--- config.mk ---
export PLATFORM = sky130hd
export DESIGN_NAME = wb_repeat_regbank
export DESIGN_NICKNAME = d
export VERILOG_FILES = /design/src/rtl/wb_regbank_pkg.sv /design/src/rtl/wb_slave_frontend.sv /design/src/rtl/wb_repeat_regbank.sv
export SDC_FILE = /design/constraint.sdc
export NUM_CORES = 1
export LEC_CHECK = 0
export CAP_MARGIN = 40
export CORE_MARGIN = 3
export CORE_UTILIZATION = 49
export CTS_CLUSTER_SIZE = 24
export DETAILED_ROUTE_END_ITERATION = 7
export PLACE_DENSITY = 0.86
export SLEW_MARGIN = 30
export SYNTH_ARGS = -nofsm -noshare
export SYNTH_HDL_FRONTEND = slang
export SYNTH_SLANG_ARGS = --single-unit
--- constraint.sdc ---
create_clock -name clk_i -period 3.38 [get_ports clk_i]
set_input_delay 0.676 -clock clk_i [delete_from_list [all_inputs] [get_ports clk_i]]
set_output_delay 0.676 -clock clk_i [all_outputs]
set_load 0.005 [all_outputs]
--- src/rtl/wb_regbank_pkg.sv ---
`default_nettype none
// ============================================================================
// wb_regbank_pkg : shared constants and helpers for the Wishbone register bank
// Rev 1.0
// ============================================================================
package wb_regbank_pkg;

    localparam int   WB_DW      = 32;
    localparam logic CTRL_OFS   = 1'b0;
    localparam logic STATUS_OFS = 1'b1;

    function automatic int clog2(input int value);
        int res;
        res = 0;
        while ((1 << res) < value) begin
            res++;
        end
        return res;
    endfunction

    function automatic logic [WB_DW-1:0] byte_merge(
        input logic [WB_DW-1:0]   old_word,
        input logic [WB_DW-1:0]   new_word,
        input logic [WB_DW/8-1:0] sel
    );
        logic [WB_DW-1:0] res;
        res = old_word;
        for (int b = 0; b < WB_DW/8; b++) begin
            if (sel[b]) begin
                res[b*8 +: 8] = new_word[b*8 +: 8];
            end
        end
        return res;
    endfunction

endpackage
`default_nettype wire

--- src/rtl/wb_slave_frontend.sv ---
`default_nettype none
// ============================================================================
// wb_slave_frontend : Wishbone request tracking, write pipeline and termination
// Rev 1.0
// ============================================================================
module wb_slave_frontend
    import wb_regbank_pkg::*;
#(
    parameter int ADR_W = 3
) (
    input  logic             clk,
    input  logic             rst_n,
    input  logic             cyc,
    input  logic             stb,
    input  logic             we,
    input  logic [ADR_W-1:0] adr,
    input  logic [3:0]       sel,
    input  logic [WB_DW-1:0] wdata,
    input  logic             rd_hit,
    input  logic [WB_DW-1:0] rd_word,
    input  logic             wr_hit,
    output logic             rd_req,
    output logic             wr_pend,
    output logic [ADR_W-1:0] wr_adr,
    output logic [3:0]       wr_sel,
    output logic [WB_DW-1:0] wr_data,
    output logic             ack,
    output logic             err,
    output logic             stall,
    output logic [WB_DW-1:0] rdata
);

    logic en;
    logic wr_req;
    logic rip;
    logic wip;
    logic rd_ack;
    logic rd_err;

    assign en     = cyc & stb;
    assign rd_req = en & ~we & ~rip;
    assign wr_req = en & we & ~wip;

    // rip/wip stay high through the termination cycle so a strobe still held
    // there is not taken as a second request
    always_ff @(posedge clk or negedge rst_n) begin
        if (!rst_n) begin
            rip     <= 1'b0;
            wip     <= 1'b0;
            rd_ack  <= 1'b0;
            rd_err  <= 1'b0;
            rdata   <= '0;
            wr_pend <= 1'b0;
            wr_adr  <= '0;
            wr_sel  <= '0;
            wr_data <= '0;
        end else begin
            rip     <= rd_req | (rip & ~(rd_ack | rd_err));
            wip     <= wr_req | (wip & ~wr_pend);
            rd_ack  <= rd_req & rd_hit;
            rd_err  <= rd_req & ~rd_hit;
            wr_pend <= wr_req;
            if (rd_req) begin
                rdata <= rd_hit ? rd_word : '0;
            end
            if (wr_req) begin
                wr_adr  <= adr;
                wr_sel  <= sel;
                wr_data <= wdata;
            end
        end
    end

    assign ack   = rd_ack | (wr_pend & wr_hit);
    assign err   = rd_err | (wr_pend & ~wr_hit);
    assign stall = ~(ack | err) & en;

endmodule
`default_nettype wire

--- src/rtl/wb_repeat_regbank.sv ---
`default_nettype none
// ============================================================================
// wb_repeat_regbank : Wishbone bank of NUM_CH ctrl (RW) / status (RO) channels
// Rev 1.0
// ============================================================================
module wb_repeat_regbank
    import wb_regbank_pkg::*;
#(
    parameter int          NUM_CH   = 4,
    parameter int          CTRL_W   = 32,
    parameter logic [31:0] CTRL_RST = 32'h0
) (
    input  logic                       clk_i,
    input  logic                       rst_n_i,
    input  logic                       wb_cyc_i,
    input  logic                       wb_stb_i,
    input  logic [clog2(NUM_CH)+2:2]   wb_adr_i,
    input  logic [3:0]                 wb_sel_i,
    input  logic                       wb_we_i,
    input  logic [WB_DW-1:0]           wb_dat_i,
    output logic                       wb_ack_o,
    output logic                       wb_err_o,
    output logic                       wb_rty_o,
    output logic                       wb_stall_o,
    output logic [WB_DW-1:0]           wb_dat_o,
    output logic [NUM_CH*CTRL_W-1:0]   ctrl_o,
    output logic [NUM_CH-1:0]          ctrl_wr_o,
    input  logic [NUM_CH*WB_DW-1:0]    status_i
);

    localparam int ADR_W = clog2(NUM_CH) + 1;
    localparam int CH_W  = (ADR_W > 1) ? ADR_W - 1 : 1;

    logic             rd_req;
    logic             wr_pend;
    logic [ADR_W-1:0] wr_adr;
    logic [3:0]       wr_sel;
    logic [WB_DW-1:0] wr_data;
    logic             rd_hit;
    logic             wr_hit;
    logic [WB_DW-1:0] rd_word;
    logic [WB_DW-1:0] rd_ctrl;
    logic [WB_DW-1:0] rd_status;
    logic [CH_W-1:0]  rd_ch;
    logic [CH_W-1:0]  wr_ch;
    logic [CTRL_W-1:0] ctrl_q [NUM_CH];

    wb_slave_frontend #(
        .ADR_W (ADR_W)
    ) u_frontend (
        .clk     (clk_i),
        .rst_n   (rst_n_i),
        .cyc     (wb_cyc_i),
        .stb     (wb_stb_i),
        .we      (wb_we_i),
        .adr     (wb_adr_i),
        .sel     (wb_sel_i),
        .wdata   (wb_dat_i),
        .rd_hit  (rd_hit),
        .rd_word (rd_word),
        .wr_hit  (wr_hit),
        .rd_req  (rd_req),
        .wr_pend (wr_pend),
        .wr_adr  (wr_adr),
        .wr_sel  (wr_sel),
        .wr_data (wr_data),
        .ack     (wb_ack_o),
        .err     (wb_err_o),
        .stall   (wb_stall_o),
        .rdata   (wb_dat_o)
    );

    assign wb_rty_o = 1'b0;

    // A single channel has no channel-index bits in the address
    if (ADR_W > 1) begin : g_ch_idx
        assign rd_ch = wb_adr_i[ADR_W+1:3];
        assign wr_ch = wr_adr[ADR_W-1:1];
    end else begin : g_ch_idx_single
        assign rd_ch = 1'b0;
        assign wr_ch = 1'b0;
    end

    // Read decode uses the live address; write decode uses the registered one
    assign rd_hit = int'(rd_ch) < NUM_CH;
    assign wr_hit = (int'(wr_ch) < NUM_CH) && (wr_adr[0] == CTRL_OFS);

    always_comb begin
        rd_ctrl   = '0;
        rd_status = '0;
        for (int k = 0; k < NUM_CH; k++) begin
            if (int'(rd_ch) == k) begin
                rd_ctrl[CTRL_W-1:0] = ctrl_q[k];
                rd_status           = status_i[k*WB_DW +: WB_DW];
            end
        end
    end

    assign rd_word = (wb_adr_i[2] == STATUS_OFS) ? rd_status : rd_ctrl;

    for (genvar k = 0; k < NUM_CH; k++) begin : g_ch
        logic [WB_DW-1:0]  old_word;
        logic [CTRL_W-1:0] merged;
        logic [CTRL_W-1:0] ctrl_reg;
        logic              pulse_reg;
        logic              wr_this;

        always_comb begin
            old_word             = '0;
            old_word[CTRL_W-1:0] = ctrl_reg;
        end

        assign merged  = CTRL_W'(byte_merge(old_word, wr_data, wr_sel));
        assign wr_this = wr_pend & wr_hit & (int'(wr_ch) == k) & (|wr_sel);

        always_ff @(posedge clk_i or negedge rst_n_i) begin
            if (!rst_n_i) begin
                ctrl_reg  <= CTRL_RST[CTRL_W-1:0];
                pulse_reg <= 1'b0;
            end else begin
                pulse_reg <= wr_this;
                if (wr_this) begin
                    ctrl_reg <= merged;
                end
            end
        end

        assign ctrl_q[k]                   = ctrl_reg;
        assign ctrl_o[k*CTRL_W +: CTRL_W]  = ctrl_reg;
        assign ctrl_wr_o[k]                = pulse_reg;
    end

endmodule
`default_nettype wire

==> results by group <==
Synth
  – Synthesized Nets: 936
  – Syn. warnings: 0
  – Synthesized cell area: 9849 sq um
  – Synth cell types: 33
  – Asr flop ratio synth: 100.0%
  – Synth area leader: dfrtp_1
  – Synth Register Bits: 207
  – Post-synth EDFFs: 0
  – Syn avg cell area: 12.89 sq um
  – Gate Count Post-Synth: 764
  – Synth top area share: a little over half
  – Post-synthesis sequential area ratio: 52.59%
  – Top cells by area, synth: dfrtp_1, mux2_2, mux2i_1
  – Primary FF master, synth: dfrtp_1

Clocking
  – Post-CTS Setup Inserts: 0
  – Number of CTS-inserted buffers: 22
  – Hold_buf cts: 0
  – Clk_lat worst skew: 0.50 ns
  – H-tree levels: 1
  – Clk sink count: 207
  – CTS clk-pin slew, worst paths: 0.06 ns
  – Max Root-Sink Buffers: 3
  – Post-cts gate resize count: 0
  – CTS tree: yes
  – CTS Root Cell: clkbuf_16

Floorplanning
  – Total number of placement rows: approximately 50
  – Die Wd: 147.8 microns
  – Overall die area: 21840 sq um
  – Initial core utilization: a little over 50%
  – Floorplan Core Area: 19590 sq um
  – Die Ht: 147.8 microns
  – I/O Pins: between 300 and 400

Cells and area
  – Most frequent cells in the layout: clkdlybuf4s50_1, dfrtp_1, mux2_2, mux2i_1, a22oi_1
  – Register area: 5180 sq um
  – Share of layout cells above drive strength 1: between 20 and 25%
  – Layout area overhead: 44.36%
  – Final nets: around 1300
  – Ant diodes: 0
  – Commonest non-fill, non-tap cell in the layout: clkdlybuf4s50_1
  – Largest register FFs: 128
  – Finished layout cell area: 14220 sq um
  – Fill cell count: 1353
  – Multi-input gate area: approximately 4300 sq um

Global route
  – Initial antenna violation count: 0
  – First-pass GRT wire length: 47.89 mm
  – GR Overflow Total: 0
  – Pin count of the biggest net entering global routing: 80
  – Vias in the first global route: 8263
  – GRT Overall Usage: 28.16%

Placed design
  – Port Buf Inserts: between 300 and 400
  – RD Place Congestion: just under 0.9
  – Placed inst area: 13390 sq um
  – Post-DP HPWL: around 22 mm

Run status
  – Outcome: complete, no violations

Worst setup path
  – Buf/Inv on CP: 2
  – WS Path Type: input port to primary output
  – Startpoint Class: input port
  – Crit path from: wb_stb_i
  – Reg-to-reg endpoint: u_frontend.wr_data[23]
  – Data required, critical path: 2.70 ns
  – CP Data Arrival Time: 1.90 ns
  – CP endpoint kind: primary output
  – Crit path max fanout: 2
  – Critical path depth: 4
  – Worst R2R Path Depth: 4
  – RR Startpoint: u_frontend.wip
  – CP max-delay cell: clkdlybuf4s50_1
  – Reg2Reg Setup Slack: 1.60 ns
  – Critical path, cell by cell: clkdlybuf4s50_1 > nand2_1 > nor3_1 > clkdlybuf4s50_1
  – Crit path to: wb_stall_o
  – CP peak stage delay: around 0.53 ns
  – Kind of cell adding the most delay to the critical path: buffers and inverters
  – CP most frequent cell: clkdlybuf4s50_1

STA
  – RSZ-0062 raised after global routing: no
  – Fmax: 388.0 MHz
  – Final TNS setup: 0 ns
  – Max transition margin: 49.89%
  – Final Hold Fails: 0
  – Tmin final: around 2.6 ns
  – # setup viols final: 0
  – Worst-margin pin slew: 0.7517 ns
  – Clock skew: ~0.015 ns
  – Fin crit share: 76.25%
  – Max-slew violation count: 0

Routing
  – Vias/cell: approximately 5.7
  – Via count: approximately 8000
  – ANT nets after route: 0
  – DR pass1 iterations: 5
  – Post-Route WL: 31.56 mm
  – Drt wl/cell: 23.12 microns
  – Initial DRC count: 500
  – DRC: 0

Pwr
  – P_int: 5.041 mW
  – Part of the power in registers: between 40% and 50%
  – Net Sw Frac: 23.73%
  – Clock power share: 40.6%
  – Lkg Pwr: 6.652 nW
  – Pwr/cell area: 464.8 nW/um^2
  – Maximum vdd ir drop: roughly 0.38 mV
  – Psw: about 1.6 mW
  – Logic pwr share: 17.1%

Run
  – Max cap viols: 0

Min path
  – Hold crit path type: input port to asynchronous set/reset pin
## how the worst min path moves through the flow
stage,endpoint,cells after the start,slack (ns),startpoint
CTS,u_frontend.rdata[2],1,0.23,rst_n_i
detailed placement,u_frontend.rip,1,0.51,u_frontend.rip
global placement,g_ch[1].ctrl_reg[28],1,0.50,g_ch[1].ctrl_reg[28]
finish,u_frontend.rdata[2],1,0.19,rst_n_i
global route,g_ch[3].ctrl_reg[31],1,0.25,rst_n_i
floorplan,g_ch[0].ctrl_reg[0],0,0.38,rst_n_i
## power groups by stage
stage	Clock (mW)	Sequential, mW	Combinational (mW)
floorplan	0	2.83	0.365
global placement	0	2.83	1.10
detailed placement	0	2.83	1.13
CTS	2.71	2.80	1.13
global route	2.81	2.82	1.22
finish	2.68	2.80	1.13
## cells by family after synthesis
family / Yosys count / share of synthesized area, %
compound gates: 131 / 9.159
buf+inv: 61 / 3.570
other cells: 1 / 0.03807
mux: 263 / 28.85
flops: 207 / 52.59
simple gates: 101 / 5.793
## per-layer routing
layer / up-vias / share of wire [%] / routed length (microns) / GRT usage, %
li1: 3469 / - / - / -
met4: 0 / 4.2 / 1329 / 10.72
met3: 91 / 7.9 / 2495 / 6.959
met2: 369 / 50 / 15790 / 48.91
met1: 3855 / 38 / 11950 / 33.96
met5: - / 0 / 0 / 0
## Yosys cell counts, types with 2 or more instances
library cell    n
o211ai_1       32
nor2_4          3
a21oi_1        32
mux2_2        159
nor3_1          3
mux2_1          8
clkbuf_1       16
buf_6           8
inv_1           4
nand2_1         2
buf_4           8
a22oi_1        64
buf_2          23
mux2i_1        96
dfrtp_1       207
nand3_1        32
nand2_2         9
nor2_1         36
nand2_4         8
## worst register-to-register path, delay by kind of cell, from the launching register on
family / cells / cell delay, ns
buf+inv: 2 / 0.50
flops: 1 / 0.35
mux: 1 / 0.32
simple gates: 1 / 0.49
## stage by stage
stage          utilization (%)  worst slack (ns)  power, mW  hold slack (ns)  instances
2_1_floorplan                -             1.655      3.200           0.3804        764
3_3_place_gp             68.33            0.8156      3.932           0.5032       1324
3_5_place_dp             68.33            0.7830      3.963           0.5089       1324
4_1_cts                  72.48            0.8156      6.643           0.2259       1364
5_1_grt                  72.58            0.7554      6.850           0.2545       1365
6_report                 72.58            0.8029      6.609           0.1890       1365
## layout make-up
cell class                      instances  area share (%)
Sequential cell                       207           36.43
Multi-Input combinational cell        496           30.52
Timing Repair Buffer                  353           24.90
Clock buffer                           29           4.417
Tap cell                              265           2.332
Clock inverter                         11           1.294
Inverter                                4          0.1056
No activity file was read; power rests on OpenSTA's default activity.
